<file path="src/rtl/op_sequencer.sv">
// op_sequencer: programmable ALU/shifter op sequencer.
// Steps through a writable NUM_STEPS-entry {alu_op, shift_op} table and repeats it
// loop_count times (0 = until abort). Provides start/busy/done handshake, stall and abort.
// Optional feature macro: OPSEQ_CFG_READBACK_EN adds the combinational cfg_rdata port.
module op_sequencer #(
  parameter int unsigned NUM_STEPS  = 4,
  parameter int unsigned ALU_OP_W   = 4,
  parameter int unsigned SHIFT_OP_W = 2,
  parameter int unsigned LOOP_W     = 8,
  localparam int unsigned SW        = $clog2(NUM_STEPS)
) (
  input  logic                  clk,
  input  logic                  reset,
  input  logic                  start,
  input  logic [LOOP_W-1:0]     loop_count,
  input  logic                  stall,
  input  logic                  abort,
  input  logic                  cfg_we,
  input  logic [SW-1:0]         cfg_addr,
  input  logic [ALU_OP_W-1:0]   cfg_alu_op,
  input  logic [SHIFT_OP_W-1:0] cfg_shift_op,
  output logic [ALU_OP_W-1:0]   alu_op,
  output logic [SHIFT_OP_W-1:0] shift_op,
  output logic                  op_valid,
  output logic [SW-1:0]         step,
  output logic [LOOP_W-1:0]     loop_idx,
  output logic                  busy,
  output logic                  done
`ifdef OPSEQ_CFG_READBACK_EN
  ,
  output logic [ALU_OP_W+SHIFT_OP_W-1:0] cfg_rdata
`endif
);

  typedef enum logic [1:0] {StIdle, StRun, StDone} state_e;

  state_e              state_q, state_d;
  logic [SW-1:0]       step_q, step_d;
  logic [LOOP_W-1:0]   loop_idx_q, loop_idx_d;
  logic [LOOP_W-1:0]   loop_cnt_q, loop_cnt_d;

  logic [ALU_OP_W-1:0]   tbl_alu_q [NUM_STEPS];
  logic [SHIFT_OP_W-1:0] tbl_sh_q  [NUM_STEPS];

  logic addr_ok;
  logic cfg_hit;

  // Non-power-of-two depths leave unused addresses; those are ignored.
  assign addr_ok = (32'(cfg_addr) < NUM_STEPS);
  assign cfg_hit = (state_q == StIdle) && cfg_we && addr_ok;

  // State, step, pass counter and latched loop_count registers.
  always_ff @(posedge clk or posedge reset) begin
    if (reset) begin
      state_q    <= StIdle;
      step_q     <= '0;
      loop_idx_q <= '0;
      loop_cnt_q <= '0;
    end else begin
      state_q    <= state_d;
      step_q     <= step_d;
      loop_idx_q <= loop_idx_d;
      loop_cnt_q <= loop_cnt_d;
    end
  end

  // Op table: reset restores the identity sequence; writes only land while idle.
  always_ff @(posedge clk or posedge reset) begin
    if (reset) begin
      for (int i = 0; i < int'(NUM_STEPS); i++) begin
        tbl_alu_q[i] <= ALU_OP_W'(i);
        tbl_sh_q[i]  <= SHIFT_OP_W'(i);
      end
    end else if (cfg_hit) begin
      tbl_alu_q[cfg_addr] <= cfg_alu_op;
      tbl_sh_q[cfg_addr]  <= cfg_shift_op;
    end
  end

  // Next-state: abort beats stall, stall beats advance/completion.
  always_comb begin
    state_d    = state_q;
    step_d     = step_q;
    loop_idx_d = loop_idx_q;
    loop_cnt_d = loop_cnt_q;
    unique case (state_q)
      StIdle: begin
        if (start) begin
          state_d    = StRun;
          step_d     = '0;
          loop_idx_d = '0;
          loop_cnt_d = loop_count;
        end
      end
      StRun: begin
        if (abort) begin
          state_d = StIdle;
        end else if (!stall) begin
          if (step_q == SW'(NUM_STEPS - 1)) begin
            step_d     = '0;
            loop_idx_d = loop_idx_q + LOOP_W'(1);
            if ((loop_cnt_q != '0) && (loop_idx_d == loop_cnt_q)) begin
              state_d = StDone;
            end
          end else begin
            step_d = step_q + SW'(1);
          end
        end
      end
      StDone: begin
        state_d = StIdle;
      end
      default: begin
        state_d = StIdle;
      end
    endcase
  end

  // Outputs decode from state/step/table; idle and done present the all-ones NOP.
  always_comb begin
    busy     = (state_q == StRun);
    done     = (state_q == StDone);
    op_valid = busy && !stall;
    step     = step_q;
    loop_idx = loop_idx_q;
    alu_op   = '1;
    shift_op = '0;
    if (busy) begin
      alu_op   = tbl_alu_q[step_q];
      shift_op = tbl_sh_q[step_q];
    end
  end

`ifdef OPSEQ_CFG_READBACK_EN
  // Readback of the addressed table entry, zero when out of range.
  always_comb begin
    cfg_rdata = '0;
    if (addr_ok) begin
      cfg_rdata = {tbl_alu_q[cfg_addr], tbl_sh_q[cfg_addr]};
    end
  end
`endif

endmodule

</file>
<file path="config.mk">
export PLATFORM = sky130hd
export DESIGN_NAME = op_sequencer
export DESIGN_NICKNAME = d
export VERILOG_FILES = /design/src/rtl/op_sequencer.sv
export SDC_FILE = /design/constraint.sdc
export NUM_CORES = 1
export LEC_CHECK = 0
export ABC_CLOCK_PERIOD_IN_PS = 2300
export BUFFER_PORTS_ARGS = -buffer_cell sky130_fd_sc_hd__buf_4
export CORE_ASPECT_RATIO = 1.25
export CORE_MARGIN = 2
export CORE_UTILIZATION = 35
export DETAILED_ROUTE_END_ITERATION = 10
export GPL_TIMING_DRIVEN = 0
export SLEW_MARGIN = 20
export SYNTH_ARGS = -nofsm -noshare
export SYNTH_HDL_FRONTEND = slang
export SYNTH_SLANG_ARGS = --single-unit
export TNS_END_PERCENT = 100
</file>
<file path="constraint.sdc">
create_clock -name clk -period 2.3 [get_ports clk]
set_input_delay 0.46 -clock clk [delete_from_list [all_inputs] [get_ports clk]]
set_output_delay 0.46 -clock clk [all_outputs]
set_load 0.005 [all_outputs]
</file>
==> impl_metrics.json, run 1 <==
{
  "status": "finished clean",
  "firstDrtPassIters": 4,
  "comb_power_share_pct": 26.4,
  "clk_pin_slew_worst_paths_ns": 0.08,
  "drc": 0,
  "track_usage_pct": 15.1,
  "required_ns": 1.84,
  "hold_viol_final": 0,
  "p_switching_mw": 0.569,
  "die_x_um": 76.3,
  "dieArea_um2": 7210,
  "syn-mean-instance-area_um2": 12.5,
  "nets": 255,
  "synthDistinctLibCells": 44,
  "fin_crit_sh_pct": 94.5,
  "cp_data_arrival_time_ns": 1.71,
  "hold_path.class": "in2async",
  "drt_iter0_drc": 44,
  "grt_overflow": 0,
  "p_seq_share_pct": 50.1,
  "synth-edff-count": 0,
  "vdd_drop_max_v": 0.000430,
  "viasPerCell": 5.10,
  "routed_wl_um": 5070,
  "ys_warn_count": 0,
  "startpoint_type": "flip-flop",
  "cp-end-kind": "primary output",
  "critical_path.max_fanout": 8,
  "ys_ff_latch": 44,
  "wl_per_cell_um": 16.0,
  "setup_tns_ns": 0,
  "ant_nets": 0,
  "finalPower_mw": 2.13,
  "antenna_found_initial": 0,
  "fin_crit_ns": 2.17,
  "max_slew_margin_pct": 32.5,
  "synth.top_cell.area_share_pct": 39.3,
  "holdBufCountCts": 0,
  "yosysMostFrequentCell": "dfrtp_1",
  "pwr-share-clk_pct": 23.5,
  "synth-seq-area-share_pct": 48.5,
  "synth_area_leaders": "dfrtp_1, mux2_2, dfstp_2",
  "cts_made_buffers": 5,
  "timing.max_cap.violations": 0,
  "max_slew.worst_pin.slew_ns": 1.01,
  "rsz0062_at_grt": "no",
  "p_sw_share_pct": 26.7,
  "clockBufferDepth": 2,
  "path_class": "reg2out",
  "synth_top_area_cell": "dfrtp_1",
  "rows": 32,
  "p_int_mw": 1.56,
  "dp_hpwl_um": 3780,
  "clock.fmax_mhz": 460,
  "syn_area_um2": 2290,
  "core_area_um2": 6250,
  "die_h_um": 94.4,
  "leakagePower_nw": 1.22,
  "grt_max_degree": 32,
  "port_buffers": 40,
  "cts.sinks": 44,
  "cts_tree": "done",
  "finalSetupViolCount": 0,
  "io-pin-count": 41,
  "grt_pass1_wl_um": 8480,
  "cts-root-buf": "clkbuf_8",
  "grt_pass1_vias": 1657,
  "clk_latency_ns": 0.29,
  "async_reset_ff_share_pct": 100,
  "areaGrowthSynthToFinish_pct": 23.0,
  "placed_area_um2": 2720,
  "stdcell_area_um2": 2820,
  "finClkSkew_ns": 0.00485,
  "drive_gt1_share_pct": 47.0,
  "drv_slew": 0,
  "syn-instance-count": 183,
  "h-tree-depth": 2,
  "diodes": 0,
  "power_density_nw_per_um2": 758,
  "synth.net_count": 207,
  "vias": 1616,
  "gp_congestion": 0.755,
  "synth_ff_type": "dfrtp_1",
  "synth_common_cells": "dfrtp_1, mux2_2, nor2_1",
  "start_util_pct": 36.7
}
power groups by stage:
stage               logic, mW  clock network, mW  registers (mW)
global route            0.629              0.539            1.09
detailed placement      0.570                  0            1.08
CTS                     0.574              0.513            1.07
floorplan               0.399                  0            1.05
global placement        0.549                  0            1.08
finish                  0.563              0.500            1.07
cell families after synthesis:
family,count (synthesis),synth area share [%]
xor gates and xnor gates,9,3.44
and+or+nand+nor,59,15.1
muxes,38,21.6
adders and majority gates,2,1.09
AOI/OAI and AO/OA,23,8.03
buffers and inverters,8,2.13
DFF,44,48.5
through the flow:
stage	cells	hold WS [ns]	worst slack (ns)	utilization, %
floorplan	183	0.474	0.385	-
global placement	308	0.482	0.0438	43.2
detailed placement	309	0.455	0.0110	43.5
CTS	317	0.132	0.0323	45.0
global route	317	0.141	0.0372	45.1
finish	317	0.121	0.126	45.1
per-layer routing:
layer	GRT usage, %	part of all wire (%)	vias up
met5	0	0	-
met3	3.63	4.6	4
li1	-	-	766
met1	18.3	44	811
met2	27.1	51	35
met4	3.64	0.69	0
cells in the final DEF, fill, tap and decap left out, drive strengths merged, types with 2 or more instances in the layout:
master,netlist,routed
buf,3,45
dfrtp,36,36
mux2,32,32
nor2,12,12
nand2,11,11
clkbuf,3,10
o21ai,9,9
dfstp,8,8
nand3,6,6
nand2b,6,6
mux4,6,6
xor2,5,5
xnor2,4,4
or3b,4,4
nor4b,3,3
and3,3,3
nor3,2,2
nand4,2,2
or2b,2,2
o41ai,2,2
a21oi,2,2
and2,2,2
o31ai,2,2
ha,2,2
inv,2,2
a2111oi,2,2
timing repair:
| action | in CTS | in global routing |
|---|---|---|
| setup endpoints to repair | 6 | 6 |
| cloned | 0 | 0 |
| setup buffers | 0 | 0 |
| gates resized for setup | 2 | 4 |
layout make-up:
cell class,instances,area (um^2)
Fill cell,638,3430
Tap cell,85,106
Multi-Input combinational cell,131,1130
Inverter,2,7.51
Timing Repair Buffer,41,320
Sequential cell,44,1110
Clock buffer,8,90.1
Buffer,6,50.0
registers in the layout (all words and copies together), names as in the netlist:
signal	cells
loop_idx	8
tbl_sh_q	8
tbl_alu_q	16
step	2
state_q	2
loop_cnt_q	8
worst max-delay path, stage by stage, from the launching register on:
cell,delay (ns)
dfrtp_1,0.42
buf_6,0.19
mux4_2,0.51
and2_1,0.17
buf_4,0.13
final timing paths:
| path | startpoint | to | slack, ns | cells past startpoint |
|---|---|---|---|---|
| min in group clk | loop_count[7] | loop_cnt_q[7] | 0.40 | 2 |
| min reg2reg | tbl_alu_q[6] | tbl_alu_q[6] | 0.50 | 1 |
| max | step[0] | shift_op[0] | 0.13 | 4 |
| max in group asynchronous | reset | tbl_alu_q[0] | 1.63 | 3 |
| max reg2reg | loop_idx[0] | state_q[1] | 0.15 | 6 |
| min | reset | loop_cnt_q[6] | 0.12 | 2 |
(Power assumes the default switching activity.)
==> inputs of run 2 (changes only) <==
Settings changed: CORE_UTILIZATION 35 to 30, SKIP_CTS_REPAIR_TIMING set to 1.
==> run 2 against run 1 <==
  * Sequential share of layout area is 0.070 points lower
  * Clock skew is 0.00098 ns higher
  * Final cell count is 2.2% higher
  * Critical path depth stayed put
  * First-iteration DRC count is 110% higher
  * Setup slack worse by 0.017 ns
  * Global-route usage is 2.0 points lower
  * Via count is 1.7% higher
  * Non-clock buffer count stayed put
  * Register-to-register slack better by 0.04 ns
  * Total power is 0.17% higher
  * Flip-flop and latch count stayed put
  * Critical path type unchanged
==> impl_metrics.json, run 2 (synthesized netlist as in run 1, its figures left out) <==
{
  "dieArea_um2": 8350,
  "drc": 0,
  "cts_tree": "done",
  "critical_path.max_fanout": 8,
  "p_sw_share_pct": 26.9,
  "port_buffers": 40,
  "required_ns": 1.84,
  "final_cell_mix": "buf_4, dfrtp_1, mux2_2",
  "leakagePower_nw": 1.22,
  "fin_cells": 324,
  "rsz0062_at_grt": "no",
  "io-pin-count": 41,
  "status": "finished clean",
  "cp-end-kind": "primary output",
  "track_usage_pct": 13.1,
  "r2r_start": "state_q[1]",
  "clk_latency_ns": 0.29,
  "hold_ws_ns": 0.105,
  "drv_slew": 0,
  "rows": 35,
  "dp_hpwl_um": 3760,
  "p_int_mw": 1.56,
  "vias": 1643,
  "critPathMostFrequentCell": "buf_4",
  "finalPower_mw": 2.14,
  "hold_viol_final": 0,
  "finClkSkew_ns": 0.00583,
  "largest_register_ffs": 16,
  "ant_nets": 0,
  "max_slew_margin_pct": 32.7,
  "clockBufferDepth": 2,
  "vdd_drop_max_v": 0.000509,
  "clk_pin_slew_worst_paths_ns": 0.08,
  "timing.rr.end": "tbl_alu_q[13]",
  "path_class": "reg2out",
  "grt_pass1_vias": 1664,
  "diodes": 0,
  "largest_register": "tbl_alu_q",
  "multi_input_area_um2": 1130,
  "hold_path.class": "in2async",
  "dp_cells": 316,
  "gp_congestion": 0.813,
  "routed_wl_um": 5070,
  "setup_tns_ns": 0,
  "h-tree-depth": 2,
  "grt_max_degree": 34,
  "drive_gt1_share_pct": 47.0,
  "antenna_found_initial": 0,
  "areaGrowthSynthToFinish_pct": 23.2,
  "nets": 255,
  "comb_power_share_pct": 26.5,
  "post-route-util_pct": 38.1,
  "start_util_pct": 30.9,
  "die_x_um": 82.1,
  "die_h_um": 102,
  "cts.sinks": 44,
  "p_seq_share_pct": 50.0,
  "r2r_cells": 4,
  "grt_overflow": 0,
  "p_switching_mw": 0.574,
  "cts-root-buf": "clkbuf_8",
  "wl_per_cell_um": 15.6,
  "cp_data_arrival_time_ns": 1.73,
  "firstDrtPassIters": 4,
  "max_stage_delay_ns": 0.53,
  "fin_crit_sh_pct": 95.3,
  "layout_commonest_cell": "buf_4",
  "rrSetupSlack_ns": 0.19,
  "timing.max_cap.violations": 0,
  "cp_slowest_cell": "mux4_2",
  "path_cells": "buf_4, mux4_2, nand2b_1, buf_4",
  "startpoint_type": "flip-flop",
  "clock.fmax_mhz": 456,
  "pwr-share-clk_pct": 23.4,
  "grt_pass1_wl_um": 8340,
  "finalSetupViolCount": 0,
  "drt_iter0_drc": 92,
  "max_slew.worst_pin.slew_ns": 1.00,
  "fillerInstances": 727,
  "viasPerCell": 5.07,
  "core_area_um2": 7400,
  "power_density_nw_per_um2": 758,
  "fin_crit_ns": 2.19,
  "seqCellArea_um2": 1110,
  "cts_made_buffers": 5
}
[run 2: worst max path at each step]
stage | start | end | slack, ns
after floorplan | step[0] | shift_op[0] | 0.38
after global placement | step[0] | alu_op[3] | 0.06
after detailed placement | step[0] | alu_op[3] | 0.04
after CTS | step[0] | alu_op[3] | -0.30
after global routing | step[0] | alu_op[0] | 0.03
final | step[0] | alu_op[3] | 0.11
[run 2: critical path: cells and delay by family, from the launching register on]
family,cells,cell delay (ns)
buf+inv,2,0.36
flops,1,0.38
mux,1,0.53
simple gates,1,0.16
[run 2: layout make-up]
class	instances	share of cell area [%]
Timing Repair Buffer	41	11.4
Tap cell	92	4.08
Multi-Input combinational cell	131	40.1
Clock buffer	8	3.19
Buffer	6	1.64
Sequential cell	44	39.4
Inverter	2	0.266
[run 2: stage by stage]
stage	cell area, um^2	worst slack, ns
after floorplan	2290	0.385
after global placement	2710	0.0630
after detailed placement	2730	0.0398
after CTS	2820	-0.301
after global routing	2820	0.0256
final	2820	0.109
[run 2: metal layers]
layer  global-route usage (%)  wire, um  up-vias
met4                     3.59        42        0
met3                     3.03       232        5
met1                     17.9      2270      827
met2                     20.7      2520       41
met5                        0         0        -
li1                         -         -      770
[run 2: power by group through the flow]
stage | logic (mW) | clock network, mW | registers (mW)
6_report | 0.567 | 0.501 | 1.07
5_1_grt | 0.625 | 0.546 | 1.09
4_1_cts | 0.574 | 0.511 | 1.07
3_5_place_dp | 0.572 | 0 | 1.09
3_3_place_gp | 0.554 | 0 | 1.08
2_1_floorplan | 0.399 | 0 | 1.05
==> inputs of run 3 (changes only) <==
Settings changed: CORE_UTILIZATION 30 to 55, PLACE_DENSITY set to 0.79.
==> run 3 against run 2 <==
  * Wire length down 8.7%
  * Critical endpoint is now alu_op[1]
  * Clock-buffer cell count down 2
  * Combinational power down 1%
  * Flip-flop and latch count unchanged
  * Design area down 0.75%
  * Sequential power about the same
  * Clock skew down 0.00081 ns
  * Utilization up 31 points
  * Critical path type unchanged
  * Non-clock buffer count unchanged
  * Total power up 3.4%
==> impl_metrics.json, run 3 (synthesized netlist as in run 1, its figures left out) <==
{
  "drv_slew": 0,
  "p_seq_share_pct": 48.4,
  "post-route-util_pct": 69.4,
  "drt_iter0_drc": 50,
  "nets": 255,
  "diodes": 0,
  "cp-end-kind": "primary output",
  "viasPerCell": 5.69,
  "rrSetupSlack_ns": 0.15,
  "drc": 0,
  "path_class": "reg2out",
  "p_int_mw": 1.64,
  "start_util_pct": 56.8,
  "die_h_um": 76.1,
  "firstDrtPassIters": 4,
  "grt_pass1_vias": 1686,
  "finClkSkew_ns": 0.00502,
  "r2r_cells": 6,
  "status": "finished clean",
  "max_slew_margin_pct": 41.0,
  "ant_nets": 0,
  "clock.fmax_mhz": 454,
  "fin_crit_ns": 2.20,
  "setup_tns_ns": 0,
  "cts_tree": "done",
  "layout_commonest_cell": "buf_4",
  "worstSetupEndpoint": "alu_op[1]",
  "antenna_found_initial": 0,
  "die_x_um": 61.7,
  "clk_latency_ns": 0.29,
  "grt_overflow": 0,
  "power_density_nw_per_um2": 789,
  "rsz0062_at_grt": "no",
  "routed_wl_um": 4630,
  "gp_congestion": 0.884,
  "hold_path.class": "in2async",
  "core_area_um2": 4030,
  "startpoint_type": "flip-flop",
  "areaGrowthSynthToFinish_pct": 22.2,
  "cts.sinks": 44,
  "cts-root-buf": "clkbuf_8",
  "timing.max_cap.violations": 0,
  "port_buffers": 40,
  "vdd_drop_max_v": 0.000468,
  "clk_pin_slew_worst_paths_ns": 0.08,
  "multi_input_area_um2": 1130,
  "dieArea_um2": 4700,
  "comb_power_share_pct": 25.3,
  "vias": 1638,
  "seqCellArea_um2": 1110,
  "cts_made_buffers": 5,
  "clockBufferDepth": 2,
  "io-pin-count": 41,
  "largest_register_ffs": 16,
  "fillerInstances": 326,
  "max_slew.worst_pin.slew_ns": 0.879,
  "p_switching_mw": 0.568,
  "cp_data_arrival_time_ns": 1.74,
  "hold_viol_final": 0,
  "drive_gt1_share_pct": 47.0,
  "h-tree-depth": 2,
  "track_usage_pct": 22.1,
  "timing.rr.end": "state_q[1]",
  "required_ns": 1.84,
  "startpoint": "step[0]",
  "wl_per_cell_um": 16.1,
  "pwr-share-clk_pct": 26.2,
  "fin_crit_sh_pct": 95.8,
  "dp_hpwl_um": 3440,
  "rows": 26,
  "critical_path.max_fanout": 8,
  "grt_max_degree": 25,
  "r2r_start": "loop_idx[0]",
  "p_sw_share_pct": 25.7,
  "grt_pass1_wl_um": 7760,
  "largest_register": "tbl_alu_q",
  "finalSetupViolCount": 0,
  "leakagePower_nw": 1.23,
  "final_cell_mix": "buf_4, dfrtp_1, mux2_2"
}
==> run 3: worst min-delay path by stage <==
| stage | start | end | slack (ns) | depth (start not counted) |
|---|---|---|---|---|
| final | reset | loop_idx[1] | 0.19 | 2 |
| after floorplan | tbl_alu_q[2] | tbl_alu_q[2] | 0.47 | 1 |
| after global placement | tbl_sh_q[5] | tbl_sh_q[5] | 0.48 | 1 |
| after global routing | reset | loop_idx[1] | 0.21 | 2 |
| after detailed placement | tbl_alu_q[3] | tbl_alu_q[3] | 0.49 | 1 |
| after CTS | reset | loop_cnt_q[0] | 0.20 | 2 |
==> run 3: critical path: stages, from the launching register on <==
cell and delay, ns:
dfrtp_1 0.41, buf_4 0.22, mux4_2 0.53, nand2b_1 0.15
buf_4 0.14
==> run 3: per-stage QoR <==
step                      hold WS (ns)  area [um^2]  total power [mW]  std cells  setup slack [ns]
after floorplan                  0.474         2290              1.45        183             0.385
after global placement           0.483         2660              1.61        279            0.0787
after detailed placement         0.488         2690              1.65        280            0.0550
after CTS                        0.204         2800              2.22        288            -0.275
after global routing             0.212         2800              2.33        288           0.00491
final                            0.193         2800              2.21        288            0.0955
==> run 3: cell type report <==
cell class                      count  area share, %
Tap cell                           56           2.50
Buffer                              6           1.61
Clock inverter                      2           1.25
Timing Repair Buffer               41           11.7
Clock buffer                        6           2.59
Multi-Input combinational cell    131           40.4
Sequential cell                    44           39.7
Inverter                            2          0.268
==> run 3: power by group through the flow <==
stage	logic, mW	registers (mW)	clock network [mW]
2_1_floorplan	0.399	1.05	0
3_3_place_gp	0.540	1.07	0
3_5_place_dp	0.563	1.08	0
4_1_cts	0.565	1.07	0.590
5_1_grt	0.614	1.09	0.628
6_report	0.560	1.07	0.579
==> run 3: layer usage <==
layer	up-vias	part of all wire, %	routed length, um	track usage [%]
met4	0	2.4	111	8.72
met3	10	2.8	128	4.58
met2	38	55	2560	37.8
met5	-	0	0	0
li1	770	-	-	-
met1	820	39	1820	26.1
